[src/rtl/toy_pkg.sv]
// toy_pkg: shared opcode constants, pipeline register layouts and load-capture FSM states
package toy_pkg;
  localparam int unsigned ADDI = 0;
  localparam int unsigned ADD  = 1;
  localparam int unsigned SUB  = 2;
  localparam int unsigned AND  = 3;
  localparam int unsigned OR   = 4;
  localparam int unsigned XOR  = 5;
  localparam int unsigned SLL  = 6;
  localparam int unsigned SRL  = 7;
  localparam int unsigned SRA  = 8;
  localparam int unsigned SLT  = 9;
  localparam int unsigned ANDI = 10;
  localparam int unsigned ORI  = 11;
  localparam int unsigned XORI = 12;
  localparam int unsigned SLTI = 13;
  localparam int unsigned LUI  = 14;
  localparam int unsigned BEQ  = 15;
  localparam int unsigned BNE  = 16;
  localparam int unsigned J    = 17;
  localparam int unsigned JR   = 18;
  localparam int unsigned LD   = 19;
  localparam int unsigned LDR  = 20;
  localparam int unsigned ST   = 21;
  localparam int unsigned STR  = 22;

  typedef enum logic {LIVE = 1'b0, HELD = 1'b1} hold_state_e;

  typedef struct packed {
    logic        valid;
    logic [4:0]  dest;
    logic        we;
    logic [31:0] aluout;
    logic [31:0] stdata;
  } xm_t;

  typedef struct packed {
    logic        valid;
    logic        we;
    logic [4:0]  dest;
    logic [31:0] aluout;
    logic        is_load;
  } mw_t;

  function automatic logic op_is_load(input int unsigned op);
    return op == LD || op == LDR;
  endfunction

  function automatic logic op_is_store(input int unsigned op);
    return op == ST || op == STR;
  endfunction
endpackage

[src/rtl/toy_mem_stage_if.sv]
// toy_mem_stage_if: synchronous data-memory port (DRDATA valid the cycle after a read request)
interface toy_mem_stage_if;
  logic        DREQ;
  logic        DRW;
  logic [29:0] DADDR;
  logic [31:0] DWDATA;
  logic [31:0] DRDATA;
  modport master (output DREQ, DRW, DADDR, DWDATA, input DRDATA);
  modport slave  (input DREQ, DRW, DADDR, DWDATA, output DRDATA);
endinterface

[src/rtl/toy_ld_hold.sv]
// toy_ld_hold: keeps load data alive across a stall by latching DRDATA into a hold buffer
module toy_ld_hold
  import toy_pkg::*;
(
  input  logic        CLK,
  input  logic        RSTN,
  input  logic        stall_i,
  input  logic        mw_load_i,
  input  logic [31:0] rdata_i,
  output logic [31:0] ld_data_o
);
  hold_state_e state_q, state_d;
  logic [31:0] hold_q, hold_d;
  // Enter HELD on the first stalled cycle of a load, grabbing the data the memory presents that cycle
  always_comb begin
    state_d = state_q;
    hold_d  = hold_q;
    if (state_q == LIVE && stall_i && mw_load_i) begin
      state_d = HELD;
      hold_d  = rdata_i;
    end else if (state_q == HELD && !stall_i) begin
      state_d = LIVE;
    end
  end
  // State and hold buffer registers; reset drops any pending load data
  always_ff @(posedge CLK or negedge RSTN) begin
    if (!RSTN) begin
      state_q <= LIVE;
      hold_q  <= '0;
    end else begin
      state_q <= state_d;
      hold_q  <= hold_d;
    end
  end
  assign ld_data_o = state_q == HELD ? hold_q : rdata_i;
endmodule

[src/rtl/toy_mem_stage.sv]
// toy_mem_stage: MEM pipeline stage (XM/MW registers, data-memory access, write-back); TOY_MEM_FWD_EN enables the XM forwarding tap
module toy_mem_stage
  import toy_pkg::*;
#(
  parameter int OP_W = 5
) (
  input  logic            CLK,
  input  logic            RSTN,
  input  logic            ex_valid,
  input  logic [OP_W-1:0] ex_op,
  input  logic [4:0]      ex_dest,
  input  logic            ex_we,
  input  logic [31:0]     ex_aluout,
  input  logic [31:0]     ex_stdata,
  input  logic            flush,
  input  logic            stall,
  toy_mem_stage_if.master dmem,
  output logic            wb_valid,
  output logic            wb_we,
  output logic [4:0]      wb_dest,
  output logic [31:0]     wb_data,
  output logic            fwd_valid,
  output logic [4:0]      fwd_dest,
  output logic [31:0]     fwd_data,
  output logic            xm_is_load
);
  xm_t xm_q, xm_d;
  mw_t mw_q, mw_d;
  logic [OP_W-1:0] xm_op_q, xm_op_d;
  logic xm_ld, xm_st;
  logic [31:0] ld_data;

  assign xm_ld = op_is_load(32'(xm_op_q));
  assign xm_st = op_is_store(32'(xm_op_q));

  // Advance both registers when not stalled; flush kills the XM entry even under stall
  always_comb begin
    xm_d    = xm_q;
    xm_op_d = xm_op_q;
    mw_d    = mw_q;
    if (!stall) begin
      xm_d    = '{valid: ex_valid, dest: ex_dest, we: ex_we, aluout: ex_aluout, stdata: ex_stdata};
      xm_op_d = ex_op;
      mw_d    = '{valid: xm_q.valid, we: xm_q.we & ~xm_st, dest: xm_q.dest, aluout: xm_q.aluout,
                  is_load: xm_ld};
    end
    if (flush) xm_d.valid = 1'b0;
  end

  // Pipeline registers
  always_ff @(posedge CLK or negedge RSTN) begin
    if (!RSTN) begin
      xm_q    <= '0;
      xm_op_q <= '0;
      mw_q    <= '0;
    end else begin
      xm_q    <= xm_d;
      xm_op_q <= xm_op_d;
      mw_q    <= mw_d;
    end
  end

  toy_ld_hold u_hold (
    .CLK       (CLK),
    .RSTN      (RSTN),
    .stall_i   (stall),
    .mw_load_i (mw_q.valid & mw_q.is_load),
    .rdata_i   (dmem.DRDATA),
    .ld_data_o (ld_data)
  );

  assign dmem.DREQ   = xm_q.valid & (xm_ld | xm_st) & ~stall;
  assign dmem.DRW    = ~(xm_q.valid & xm_st);
  assign dmem.DADDR  = xm_q.aluout[29:0];
  assign dmem.DWDATA = xm_q.stdata;
  assign wb_valid    = mw_q.valid;
  assign wb_we       = mw_q.valid & mw_q.we;
  assign wb_dest     = mw_q.dest;
  assign wb_data     = mw_q.is_load ? ld_data : mw_q.aluout;
  assign xm_is_load  = xm_q.valid & xm_ld;
`ifdef TOY_MEM_FWD_EN
  assign fwd_valid = xm_q.valid & xm_q.we & ~xm_ld;
  assign fwd_dest  = xm_q.dest;
  assign fwd_data  = xm_q.aluout;
`else
  assign fwd_valid = 1'b0;
  assign fwd_dest  = '0;
  assign fwd_data  = '0;
`endif
endmodule
[src/flat_wrapper.sv]
// flat-port wrapper written by rule: the top's interface ports become plain ports
module toy_mem_stage_flat import toy_pkg::*;
#(
  parameter int OP_W = 5
)
  (CLK, RSTN, ex_valid, ex_op, ex_dest, ex_we, ex_aluout, ex_stdata, flush, stall, wb_valid, wb_we, wb_dest, wb_data, fwd_valid, fwd_dest, fwd_data, xm_is_load, dmem_DREQ, dmem_DRW, dmem_DADDR, dmem_DWDATA, dmem_DRDATA);
  toy_mem_stage_if dmem_i ();
  input  logic CLK;
  input  logic RSTN;
  input  logic ex_valid;
  input  logic [OP_W-1:0] ex_op;
  input  logic [4:0] ex_dest;
  input  logic ex_we;
  input  logic [31:0] ex_aluout;
  input  logic [31:0] ex_stdata;
  input  logic flush;
  input  logic stall;
  output logic wb_valid;
  output logic wb_we;
  output logic [4:0] wb_dest;
  output logic [31:0] wb_data;
  output logic fwd_valid;
  output logic [4:0] fwd_dest;
  output logic [31:0] fwd_data;
  output logic xm_is_load;
  output wire logic [$bits(dmem_i.DREQ)-1:0] dmem_DREQ;
  output wire logic [$bits(dmem_i.DRW)-1:0] dmem_DRW;
  output wire logic [$bits(dmem_i.DADDR)-1:0] dmem_DADDR;
  output wire logic [$bits(dmem_i.DWDATA)-1:0] dmem_DWDATA;
  input wire logic [$bits(dmem_i.DRDATA)-1:0] dmem_DRDATA;
  assign dmem_DREQ = dmem_i.DREQ;
  assign dmem_DRW = dmem_i.DRW;
  assign dmem_DADDR = dmem_i.DADDR;
  assign dmem_DWDATA = dmem_i.DWDATA;
  assign dmem_i.DRDATA = dmem_DRDATA;
  toy_mem_stage #(.OP_W(OP_W)) u_core (.CLK(CLK), .RSTN(RSTN), .ex_valid(ex_valid), .ex_op(ex_op), .ex_dest(ex_dest), .ex_we(ex_we), .ex_aluout(ex_aluout), .ex_stdata(ex_stdata), .flush(flush), .stall(stall), .dmem(dmem_i), .wb_valid(wb_valid), .wb_we(wb_we), .wb_dest(wb_dest), .wb_data(wb_data), .fwd_valid(fwd_valid), .fwd_dest(fwd_dest), .fwd_data(fwd_data), .xm_is_load(xm_is_load));
endmodule
[config.mk]
export PLATFORM = sky130hd
export DESIGN_NAME = toy_mem_stage_flat
export DESIGN_NICKNAME = d
export VERILOG_FILES = /design/src/rtl/toy_pkg.sv /design/src/rtl/toy_mem_stage_if.sv /design/src/rtl/toy_ld_hold.sv /design/src/rtl/toy_mem_stage.sv /design/src/flat_wrapper.sv
export SDC_FILE = /design/constraint.sdc
export NUM_CORES = 1
export LEC_CHECK = 0
export BUFFER_PORTS_ARGS = -buffer_cell sky130_fd_sc_hd__buf_2
export CAP_MARGIN = 15
export CELL_PAD_IN_SITES_DETAIL_PLACEMENT = 1
export CELL_PAD_IN_SITES_GLOBAL_PLACEMENT = 1
export CORE_MARGIN = 2
export CORE_UTILIZATION = 42
export DETAILED_ROUTE_END_ITERATION = 8
export GPL_ROUTABILITY_DRIVEN = 0
export HOLD_SLACK_MARGIN = 0.06
export PLACE_DENSITY = 0.94
export SETUP_SLACK_MARGIN = 0.02
export SLEW_MARGIN = 20
export SYNTH_ARGS = -nofsm -noshare
export SYNTH_HDL_FRONTEND = slang
export SYNTH_SLANG_ARGS = --single-unit
[constraint.sdc]
create_clock -name CLK -period 3 [get_ports CLK]
set_input_delay 0.9 -clock CLK [delete_from_list [all_inputs] [get_ports CLK]]
set_output_delay 0.9 -clock CLK [all_outputs]
set_load 0.02 [all_outputs]
* After elaboration in Yosys (flattened, before gate mapping)
Cells that the tools add are included.
Word-level totals: register bits after elaboration 149, latch bits 0, bits in writable memories 0, ROM bits 0, input port bits 112, output and inout port bits 142, word-level logic and storage cells 43, memories 0
Cells by class: add/sub/neg operators 0, multiply operators 0, div/mod/pow operators 0, $lt $le $gt $ge 0, eq/ne operators 5, shift operators 0, mux-type cells 6, bitwise operators 12, reduce and logical (&&, ||, !) cells 7
Operators by type and width (number):
- $mux 71 | 1
- $mux 32 | 2
- $eq 5x5->1 const B | 4
- $and 1x1->1 | 7
- $not 1->1 | 4
- $logic_and 1x1->1 | 3
- $mux 1 | 3
- $logic_or 1x1->1 | 2
- $ne 2x2->1 const B | 1
- $reduce_bool 2->1 | 1
- $logic_not 1->1 | 1
- $or 1x1->1 | 1

* Longest topological paths before layout
depth in word-level cells 5, depth in mapped cells 4, gate-level depth less buffers 3

* Modules after synthesis
From an unflattened synthesis, not the netlist that was laid out.
Second synthesis, totals: cell total of the unflattened synthesis 511, area, all modules 7379.6 um^2
By module, submodules not included:
- toy_mem_stage | times used 1, cells an instance 405, area each 5639.2 um^2, sequential area each 2902.8 um^2
- toy_ld_hold | times used 1, cells an instance 106, area each 1740.4 um^2, sequential area each 825.8 um^2

* Worst setup path after synthesis
Ideal clock, no wire load.
path type input port to output port, start in stall, end out dmem_DREQ, arrival time 1.745 ns, required time 2.100 ns, slack 0.355 ns, cell stages on the path 3, buffers on the path 2, path through buf_2 buf_2 nor3_1
Between the ends: longest elaborated chain between the ends 2
Ends and longest elaborated chain:
- from (decl) | line flat_wrapper.sv:17 | input logic stall;
- $not 1->1 | line toy_mem_stage.sv:72 | assign dmem.DREQ = xm_q.valid & (xm_ld | xm_st) & ~stall;
- $and 1x1->1 | line toy_mem_stage.sv:72
- to (decl) | line flat_wrapper.sv:26 | output wire logic [$bits(dmem_i.DREQ)-1:0] dmem_DREQ;
No other way between the ends.

* Worst setup path after layout
start reg u_core.u_hold.state_q, end out wb_data[2]
Between the ends: longest elaborated chain between the ends 2
Ends and longest elaborated chain:
- from (decl) | line toy_ld_hold.sv:12 | hold_state_e state_q, state_d;
- from (signal assigned) | line toy_ld_hold.sv:31 | state_q <= state_d;
- $mux 32 | line toy_ld_hold.sv:35 | assign ld_data_o = state_q == HELD ? hold_q : rdata_i;
- $mux 32 | line toy_mem_stage.sv:79 | assign wb_data = mw_q.is_load ? ld_data : mw_q.aluout;
- to (decl) | line flat_wrapper.sv:21 | output logic [31:0] wb_data;
No other way between the ends.

==> impl_metrics.csv <==
group,metric,value,unit
status,status,"finished, final reports clean",
global_routing,antenna_found_initial,2,
timing,finalCritPeriodShare,92.7,%
routing,first_pass_iters,4,
timing,skew,0.00767,ns
worst_setup_path,timing.rr.start,"u_core.mw_q[0]",
power_and_ir_drop,pwr-share-seq,42.2,%
clocking,tritoncts,"done",
worst_setup_path,cp.arrival,1.88,ns
synthesis,synth_mux_area_share,28.9,%
clocking,clk-insertion-delay-late,0.41,ns
worst_setup_path,crit_chain,"buf_12 -> mux2i_1 -> a21oi_1 -> buf_2",
clocking,cts_buffers,17,
worst_setup_path,crit_type,"reg -> out",
routing,postRouteWirelength,16300,µm
placed_design,portBuffers,215,
synthesis,dominantRegCellSynth,"dfrtp_1",
clocking,cts-resized-gates,0,
worst_setup_path,critPathRequiredTime,2.10,ns
routing,drt.antenna.violating_nets,0,
timing,tns,0,ns
worst_hold_path,min-delay-path-class,"in -> async",
synthesis,netlist_area,7180,µm²
synthesis,synth_edf_count,0,
worst_setup_path,critPathTopFamily,"flip-flops",
synthesis,synth_top_family_by_area,"multiplexers",
timing,fin_ws,0.219,ns
synthesis,ys_seq_area_share,51.9,%
synthesis,synthCells,546,
synthesis,synthAdderAreaFrac,0,%
clocking,cts_buffer_depth,2,
power_and_ir_drop,clockPowerShare,39.0,%
worst_setup_path,critPathMaxStageDelay,0.68,ns
global_routing,grt_pass1_vias,5020,
power_and_ir_drop,leakage,4.16,nW
global_routing,grt_max_degree,70,
worst_setup_path,path_buf_inv,2,
timing,hold_viol,0,
synthesis,yosys.area_share.simple,2.98,%
floorplanning,die_w,135,µm
global_routing,grt_usage,18.4,%
clocking,cts_root_buf,"clkbuf_16",
layout,ff_latch_area,3730,µm²
layout,syn_to_final_growth,18.1,%
layout,drive_above_1_share,57.1,%
placed_design,dp_slack,0.619,ns
layout,num-fill-cells,1793,
floorplanning,core_area,16600,µm²
flow_run,maxCapViolations,0,
timing,tightestPinTransition,0.860,ns
layout,final_cell_count_no_fill,929,
timing,slew_headroom,42.7,%
floorplanning,initial_core_util,43.1,%
routing,drt-wirelength-per-cell,17.5,µm
global_routing,overflow,0,
worst_setup_path,crit_path_max_fanout,20,
synthesis,ys_warn_count,0,
clocking,cts_hold_buf,0,
timing,setup_viol,0,
layout,nets,805,
routing,drc,0,
synthesis,synth_compound_area_share,2.54,%
power_and_ir_drop,p_switching,1.66,mW
power_and_ir_drop,p_comb_share,18.9,%
timing,min_period,2.78,ns
clocking,post_cts_buffers,0,
timing,fmax,360,MHz
power_and_ir_drop,power_density,682,nW/µm²
power_and_ir_drop,p_int,4.12,mW
floorplanning,rows,47,
routing,via_count,4493,
synthesis,postSynth.asyncResetShare,100,%
timing,rsz0062_at_grt,"false",
worst_setup_path,end_kind,"primary output",
routing,viasPerCell,4.84,
power_and_ir_drop,swShare,28.7,%
floorplanning,die-area,18200,µm²
synthesis,syn_area_per_cell,13.1,µm²
worst_setup_path,critical_path.startpoint,"u_core.u_hold.state_q",
floorplanning,fp.dieH,135,µm
synthesis,yosys.cell_types.count,24,
floorplanning,io_pins,254,
clocking,clk_pin_slew_worst_paths,0.07,ns
worst_setup_path,critPathSlowestCell,"dfrtp_2",
synthesis,synthXorXnorAreaFrac,0.244,%
power_and_ir_drop,peakVddDrop,0.365,mV
routing,drt_iter0_drc,120,
global_routing,grt_pass1_wl,25800,µm
clocking,cts_htree_levels,4,
clocking,clock-sinks,149,
layout,multi_input_area,2630,µm²
synthesis,ys_ff_latch,149,
placed_design,dp_cells,894,
timing,finalMaxSlewViolations,0,
placed_design,dpl.hpwl,11700,µm
timing,holdWs,0.449,ns
worst_setup_path,start_kind,"flop",
-- per-layer routing --
layer / vias up / wire length (µm) / part of all wire (%) / GRT usage [%]
met5: - / 0 / 0 / 0
met4: 0 / 232 / 1.4 / 7.02
met3: 17 / 1250 / 7.7 / 6.31
met2: 178 / 8780 / 54 / 33.6
met1: 2279 / 6000 / 37 / 19.4
li1: 2019 / - / - / -
-- power by group through the flow --
stage	Clock, mW	Sequential (mW)	Combinational [mW]
after global routing	2.39	2.47	1.18
after global placement	0	2.45	1.07
after detailed placement	0	2.47	1.10
after floorplan	0	2.42	0.900
after CTS	2.31	2.44	1.11
final	2.25	2.44	1.09
-- cell type report --
type | count | area share [%]
inverters | 1 | 0.0443
clock buffers | 18 | 5.18
repair buffers | 223 | 14.2
diodes | 3 | 0.0885
flip-flops and latches | 149 | 44.0
well taps | 220 | 3.25
clock inverters | 14 | 2.21
multi-input cells | 301 | 31.0
-- cells in the final DEF, fill, tap and decap left out, types with 2 or more instances in the layout --
| cell type | count |
|---|---|
| clkinvlp_4 | 3 |
| clkinv_4 | 2 |
| conb_1 | 38 |
| xor2_1 | 2 |
| nor2_1 | 34 |
| diode_2 | 3 |
| nand2_1 | 7 |
| inv_8 | 2 |
| nand2b_1 | 2 |
| bufinv_16 | 3 |
| dfrtp_1 | 147 |
| dfrtp_2 | 2 |
| buf_12 | 5 |
| mux2_4 | 29 |
| a21oi_1 | 32 |
| buf_2 | 213 |
| buf_4 | 4 |
| mux2_2 | 116 |
| mux2i_1 | 33 |
| clkbuf_16 | 17 |
| inv_6 | 4 |
-- final timing paths --
check | end | slack, ns | cells after the start
worst max-delay path | wb_data[2] | 0.22 | 4
worst min-delay path | u_core.dmem.DWDATA[5] | 0.45 | 1
worst max register to register | u_core.u_hold.hold_q[7] | 0.89 | 4
worst min register to register | u_core.mw_q[0] | 0.50 | 1
max in group asynchronous | u_core.dmem.DADDR[12] | 1.87 | 2
min in group CLK | u_core.mw_q[0] | 0.50 | 1
-- synth_stat cells, types with 2 or more instances --
library cell / count / area, µm²
buf_4: 114 / 856
mux2_2: 116 / 1310
nand2b_1: 2 / 12.5
buf_6: 3 / 33.8
clkbuf_1: 2 / 7.51
buf_1: 4 / 15.0
dfrtp_1: 149 / 3730
nor2_1: 34 / 128
nand2_1: 7 / 26.3
mux2_4: 29 / 435
a21oi_1: 32 / 160
mux2i_1: 33 / 330
buf_2: 9 / 45.0
xor2_1: 2 / 17.5
-- registers in the layout (all words and copies together), names as in the netlist --
register / count
u_core.dmem.DADDR: 30
u_core.mw_q: 34
u_core.xm_q: 9
u_core.wb_dest: 5
u_core.xm_op_q: 5
u_core.u_hold.state_q: 1
u_core.u_hold.hold_q: 32
u_core.wb_valid: 1
u_core.dmem.DWDATA: 32
-- metrics by stage --
stage	utilization, %	total power, mW	instance area (µm²)
global route	50.9	6.05	8480
detailed placement	47.1	3.58	7850
floorplan	-	3.32	7320
global placement	47.1	3.52	7850
CTS	50.9	5.86	8470
finish	51.0	5.78	8480
-- cell families (layout without fill, tap and decap cells) --
logic type             after synthesis  after routing
AO/OA/AOI/OAI                       35             35
buffers and inverters              133            256
multiplexers                       178            178
flip-flops                         149            149
AND/OR/NAND/NOR                     48             48
other                                1             41
XOR/XNOR                             2              2
Power figures use the tool's default switching activity.
